[config.mk]
export PLATFORM = sky130hd
export DESIGN_NAME = imem_loader
export DESIGN_NICKNAME = d
export VERILOG_FILES = /design/src/rtl/imem_loader.sv
export SDC_FILE = /design/constraint.sdc
export NUM_CORES = 1
export LEC_CHECK = 0
export CORE_MARGIN = 2
export CORE_UTILIZATION = 40
export DETAILED_ROUTE_END_ITERATION = 10
export PLACE_DENSITY = 0.72
export SKIP_LAST_GASP = 1
export SLEW_MARGIN = 20
export SYNTH_ARGS = -nofsm -noshare
export SYNTH_HDL_FRONTEND = slang
export SYNTH_SLANG_ARGS = --single-unit
[constraint.sdc]
create_clock -name clk -period 3 [get_ports clk]
set_input_delay 0.3 -clock clk [delete_from_list [all_inputs] [get_ports clk]]
set_output_delay 0.3 -clock clk [all_outputs]
set_load 0.1 [all_outputs]
[src/rtl/imem_loader.sv]
`default_nettype none
`timescale 1ns/1ps
// ============================================================================
//  Module      : imem_loader
//  Description : Byte-stream writer for the instruction memory write port.
//                Receives a 4-byte little-endian word count followed by the
//                payload words. Each payload word is written starting at
//                BASE_WORD. The core is held in reset while a load runs.
//  Revision    : 1.0 - initial release
// ============================================================================
module imem_loader #(
  parameter int ADDR_WIDTH = 10,
  parameter int DEPTH      = 1024,
  parameter int DATA_WIDTH = 32,
  parameter int DATA_BYTES = 4,
  parameter int BASE_WORD  = 64
) (
  input  logic                  clk,
  input  logic                  rst,
  input  logic                  start_i,
  input  logic [7:0]            byte_i,
  input  logic                  byte_valid_i,
  output logic                  byte_ready_o,
  output logic [ADDR_WIDTH-1:0] waddr_o,
  output logic [DATA_WIDTH-1:0] wdata_o,
  output logic [DATA_BYTES-1:0] wen_o,
  output logic                  core_rst_n_o,
  output logic                  done_o,
  output logic                  err_o,
  output logic [ADDR_WIDTH:0]   word_cnt_o
);

  typedef enum logic [2:0] {
    S_IDLE  = 3'd0,
    S_LEN   = 3'd1,
    S_DATA  = 3'd2,
    S_FLUSH = 3'd3,
    S_DONE  = 3'd4,
    S_ERR   = 3'd5
  } state_t;

  // Largest load that still fits between BASE_WORD and the top of memory;
  // keeping N at or below this is what guarantees addresses never wrap.
  localparam logic [31:0]           MAX_WORDS = 32'(DEPTH - BASE_WORD);
  localparam logic [ADDR_WIDTH-1:0] BASE_ADDR = ADDR_WIDTH'(BASE_WORD);
  localparam logic [1:0]            LAST_IDX  = 2'(DATA_BYTES - 1);

  state_t      state;
  logic [1:0]  byte_idx;
  logic [31:0] shreg;
  logic [31:0] n_words;

  logic [31:0] next_word;
  logic        xfer;
  logic        last_word;

  // Little-endian assembly: each new byte enters at the top, so after four
  // bytes the first one received sits in bits [7:0].
  assign next_word = {byte_i, shreg[31:8]};
  assign xfer      = byte_valid_i & byte_ready_o;
  // word_cnt_o equals the index k of the word being completed.
  assign last_word = (32'(word_cnt_o) == (n_words - 32'd1));

  // Load sequencer; every output is a register updated here.
  always_ff @(posedge clk or negedge rst) begin
    if (!rst) begin
      state        <= S_IDLE;
      byte_idx     <= 2'd0;
      shreg        <= '0;
      n_words      <= '0;
      byte_ready_o <= 1'b0;
      waddr_o      <= '0;
      wdata_o      <= '0;
      wen_o        <= '0;
      core_rst_n_o <= 1'b1;
      done_o       <= 1'b0;
      err_o        <= 1'b0;
      word_cnt_o   <= '0;
    end else begin
      wen_o <= '0;
      case (state)
        S_IDLE, S_DONE, S_ERR: begin
          if (start_i) begin
            state        <= S_LEN;
            byte_idx     <= 2'd0;
            byte_ready_o <= 1'b1;
            core_rst_n_o <= 1'b0;
            done_o       <= 1'b0;
            err_o        <= 1'b0;
            word_cnt_o   <= '0;
          end
        end
        S_LEN: begin
          if (xfer) begin
            shreg    <= next_word;
            byte_idx <= byte_idx + 2'd1;
            if (byte_idx == 2'd3) begin
              n_words <= next_word;
              if (next_word == 32'd0) begin
                state        <= S_DONE;
                byte_ready_o <= 1'b0;
                core_rst_n_o <= 1'b1;
                done_o       <= 1'b1;
              end else if (next_word > MAX_WORDS) begin
                // Core stays held in reset after a rejected load.
                state        <= S_ERR;
                byte_ready_o <= 1'b0;
                err_o        <= 1'b1;
              end else begin
                state <= S_DATA;
              end
            end
          end
        end
        S_DATA: begin
          if (xfer) begin
            shreg    <= next_word;
            byte_idx <= byte_idx + 2'd1;
            if (byte_idx == LAST_IDX) begin
              wen_o      <= '1;
              waddr_o    <= BASE_ADDR + word_cnt_o[ADDR_WIDTH-1:0];
              wdata_o    <= DATA_WIDTH'(next_word);
              word_cnt_o <= word_cnt_o + 1'b1;
              if (last_word) begin
                state        <= S_FLUSH;
                byte_ready_o <= 1'b0;
              end
            end
          end
        end
        S_FLUSH: begin
          // The final strobe is on the port during this cycle; the core is
          // released only after it, so its first fetch sees the new code.
          state        <= S_DONE;
          core_rst_n_o <= 1'b1;
          done_o       <= 1'b1;
        end
        default: begin
          state        <= S_IDLE;
          byte_ready_o <= 1'b0;
        end
      endcase
    end
  end

endmodule
`default_nettype wire

==> results.sh <==
export IMPL_antenna_found_initial=0
export IMPL_sequentialPowerShare_pct=44.6
export IMPL_grt_pass1_vias=4543
export IMPL_start_util_pct=41.4
export IMPL_vias=4580
export IMPL_p_sw_share_pct=20.4
export IMPL_worst_clock_skew_ps=7.24
export IMPL_port_buffers=72
export IMPL_grt_pass1_wl_um=23300
export IMPL_crit_required_ps=3290
export IMPL_timing_rr_end="byte_ready_o"
export IMPL_syn_nets=609
export IMPL_ioPinCount=73
export IMPL_diodes=0
export IMPL_syn_avg_cell_area_um2=9.32
export IMPL_cts_sinks=119
export IMPL_grt_ovfl_total=0
export IMPL_grt_max_degree=56
export IMPL_r2r_start="n_words[3]"
export IMPL_ys_ff_latch=119
export IMPL_reg2reg_slack_ps=90
export IMPL_drt_first_pass_iters=4
export IMPL_track_usage_pct=20.6
export IMPL_synth_cells=593
export IMPL_reg2reg_depth=7
export IMPL_tritoncts="done"
export IMPL_holdPathEnd="core_rst_n_o"
export IMPL_stdcell_area_mm2=0.00696
export IMPL_min_delay_start="core_rst_n_o"
export IMPL_area_growth_syn_to_layout_pct=25.9
export IMPL_comb_power_share_pct=1.9
export IMPL_via_per_inst=5.29
export IMPL_status="complete, no violations"
export IMPL_cp_start_kind="register"
export IMPL_post_drt_wl_per_cell_um=16.4
export IMPL_ir_drop_mv=0.359
export IMPL_crit_arrival_ps=3200
export IMPL_postRouteAntennaNets=0
export IMPL_synthArstFlopShare_pct=100
export IMPL_hpwl_um=9890
export IMPL_finalHoldViolations=0
export IMPL_max_slew_margin_rel_pct=53.2
export IMPL_endpoint_kind="register"
export IMPL_cts_buffers=17
export IMPL_whs_ps=472
export IMPL_synthesis_area_mm2=0.00553
export IMPL_drc=0
export IMPL_gp_congestion=0.899
export IMPL_clk_pin_slew_ps=50
export IMPL_cellPowerDensity_mw_per_mm2=519
export IMPL_setup_viol=0
export IMPL_die_w_um=122
export IMPL_leakage_nw=3.65
export IMPL_rsz0062_at_grt="no"
export IMPL_fin_tns_setup_ps=0
export IMPL_synth_flop_cell="dfrtp_1"
export IMPL_insertion_delay_ps=410
export IMPL_synth_edff_count=0
export IMPL_worstPathMaxFanout=2
export IMPL_fillCellCount=1228
export IMPL_pwr_share_clk_pct=53.5
export IMPL_nets=694
export IMPL_routed_wirelength_um=14200
export IMPL_drtIter0Drc=243
export IMPL_postPlaceCellArea_mm2=0.00637
export IMPL_die_area_mm2=0.0148
export IMPL_maxSlewViolCount=0
export IMPL_internal_power_mw=2.88
export IMPL_ys_warnings_count=0
export IMPL_fmax_mhz=343
export IMPL_power_switching_mw=0.736
export IMPL_fin_crit_ps=2910
export IMPL_core_area_mm2=0.0133
export IMPL_rows=42
export IMPL_synth_cell_types=52
export IMPL_post_route_period_util_pct=97.1
export IMPL_critPathKind="reg -> reg"
export IMPL_cts_root_buf="clkbuf_16"
export IMPL_hold_class="reg -> reg"
export IMPL_ys_seq_area_share_pct=53.9
export IMPL_cts_buffer_depth=2
export IMPL_worst_pin_slew_ps=702
export IMPL_hold_path_cell_count=2
export IMPL_drv_cap=0
export IMPL_fp_dieH_um=122
export IMPL_layout_drive_gt1_share_pct=22.9
export IMPL_htree_levels=4
==> timing repair <==
| action | in CTS | in global routing |
|---|---|---|
| resized for setup | 0 | 2 |
| endpoints found under the setup margin | 0 | 2 |
| endpoints found under the hold margin | 51 | 0 |
| hold buffers | 1 | 0 |
| buffers inserted | 0 | 0 |
==> metal layers <==
layer | vias up | part of all wire [%] | GRT usage [%] | wire length [um]
met5 | - | 0 | 0 | 0
met2 | 130 | 47 | 31.6 | 6620
met4 | 0 | 3.2 | 10.3 | 453
met3 | 25 | 3.9 | 5.95 | 549
met1 | 2260 | 46 | 26.8 | 6550
li1 | 2165 | - | - | -
==> cells in the mapped netlist, types with 6 or more instances <==
master	instances	area share, %
clkbuf_1	24	1.6
nand2b_1	6	0.68
xnor2_1	10	1.6
nor2b_1	6	0.68
xor2_1	15	2.4
dfrtp_1	118	53
nand2_1	220	15
a21oi_1	8	0.72
or3_1	9	1.0
or4_1	8	1.1
mux2_2	28	5.7
nand3_1	6	0.54
o21ai_0	19	1.7
nor2_1	24	1.6
nand4_1	9	1.0
nor3_1	8	0.72
nor4_1	14	1.6
==> metrics by stage <==
stage                     instances  total power [mW]  setup WS (ps)  util [%]
after CTS                       865              3.65           31.3      52.0
after global routing            865              3.74           9.07      52.1
after global placement          834              1.71           73.5      47.7
final                           865              3.61           88.5      52.1
after detailed placement        834              1.71           33.0      47.7
after floorplan                 593              1.65           36.8         -
==> critical path, stage by stage (launching register included) <==
cell       delay, ps
dfrtp_1          380
or4_4            550
or4_4            530
or4_1            470
a2bb2oi_1        150
nor4_2           310
nand4_1          180
a31o_1           240
==> cells by family (layout without fill, tap and decap cells) <==
| group | after synthesis | in the layout | synth area share (%) |
|---|---|---|---|
| flops | 119 | 119 | 53.9 |
| compound gates | 47 | 47 | 5.34 |
| fa+ha+maj | 4 | 4 | 0.906 |
| xor+xnor | 25 | 25 | 3.96 |
| mux | 31 | 31 | 6.25 |
| buf+inv | 38 | 134 | 2.83 |
| simple gates | 329 | 329 | 26.8 |
==> how the worst max path moves through the flow <==
stage,startpoint,endpoint,cells past startpoint
final,n_words[3],byte_ready_o,7
after CTS,n_words[3],byte_ready_o,7
after global routing,n_words[3],byte_ready_o,7
after floorplan,byte_ready_o,n_words[24],4
after detailed placement,n_words[3],byte_ready_o,7
after global placement,n_words[3],byte_ready_o,7
==> layout by cell type, fill, tap and decap left out, types with 3 or more instances in the layout <==
cell type	instances
nand2_1	220
dfrtp_1	118
buf_4	87
mux2_2	28
nor2_1	24
o21ai_0	19
clkbuf_16	17
xor2_1	15
nor4_1	13
xnor2_1	10
clkdlybuf4s50_1	10
or3_1	9
nand4_1	9
or4_1	8
a21oi_1	8
nor3_1	7
nand3_1	6
nand2b_1	6
nor2b_1	6
inv_1	5
ha_1	4
clkinv_2	4
and3_1	3
or2_2	3
mux2i_1	3
clkinvlp_4	3
==> area by class of cell <==
class	count	area, um2	share of cell area (%)
clock inverters	9	103	1.48
multi-input cells	436	2410	34.6
well taps	176	220	3.17
repair buffers	98	763	11.0
inverters	6	22.5	0.324
clock buffers	21	460	6.62
flip-flops and latches	119	2980	42.8
==> power by group through the flow <==
stage,Clock [mW],Combinational [mW],Sequential [mW]
final,1.93,0.0692,1.61
after global routing,2.05,0.0786,1.61
after CTS,1.97,0.0717,1.61
after detailed placement,0,0.0705,1.64
after global placement,0,0.0682,1.64
after floorplan,0,0.00485,1.64
==> state kept, by name (all words and copies together) (netlist names), 2 cells and up <==
signal / cells
n_words: 32
word_cnt_o: 11
waddr_o: 10
state: 3
wdata_o: 32
shreg: 24
byte_idx: 2
Note: power is estimated with default switching activity, not from simulation.
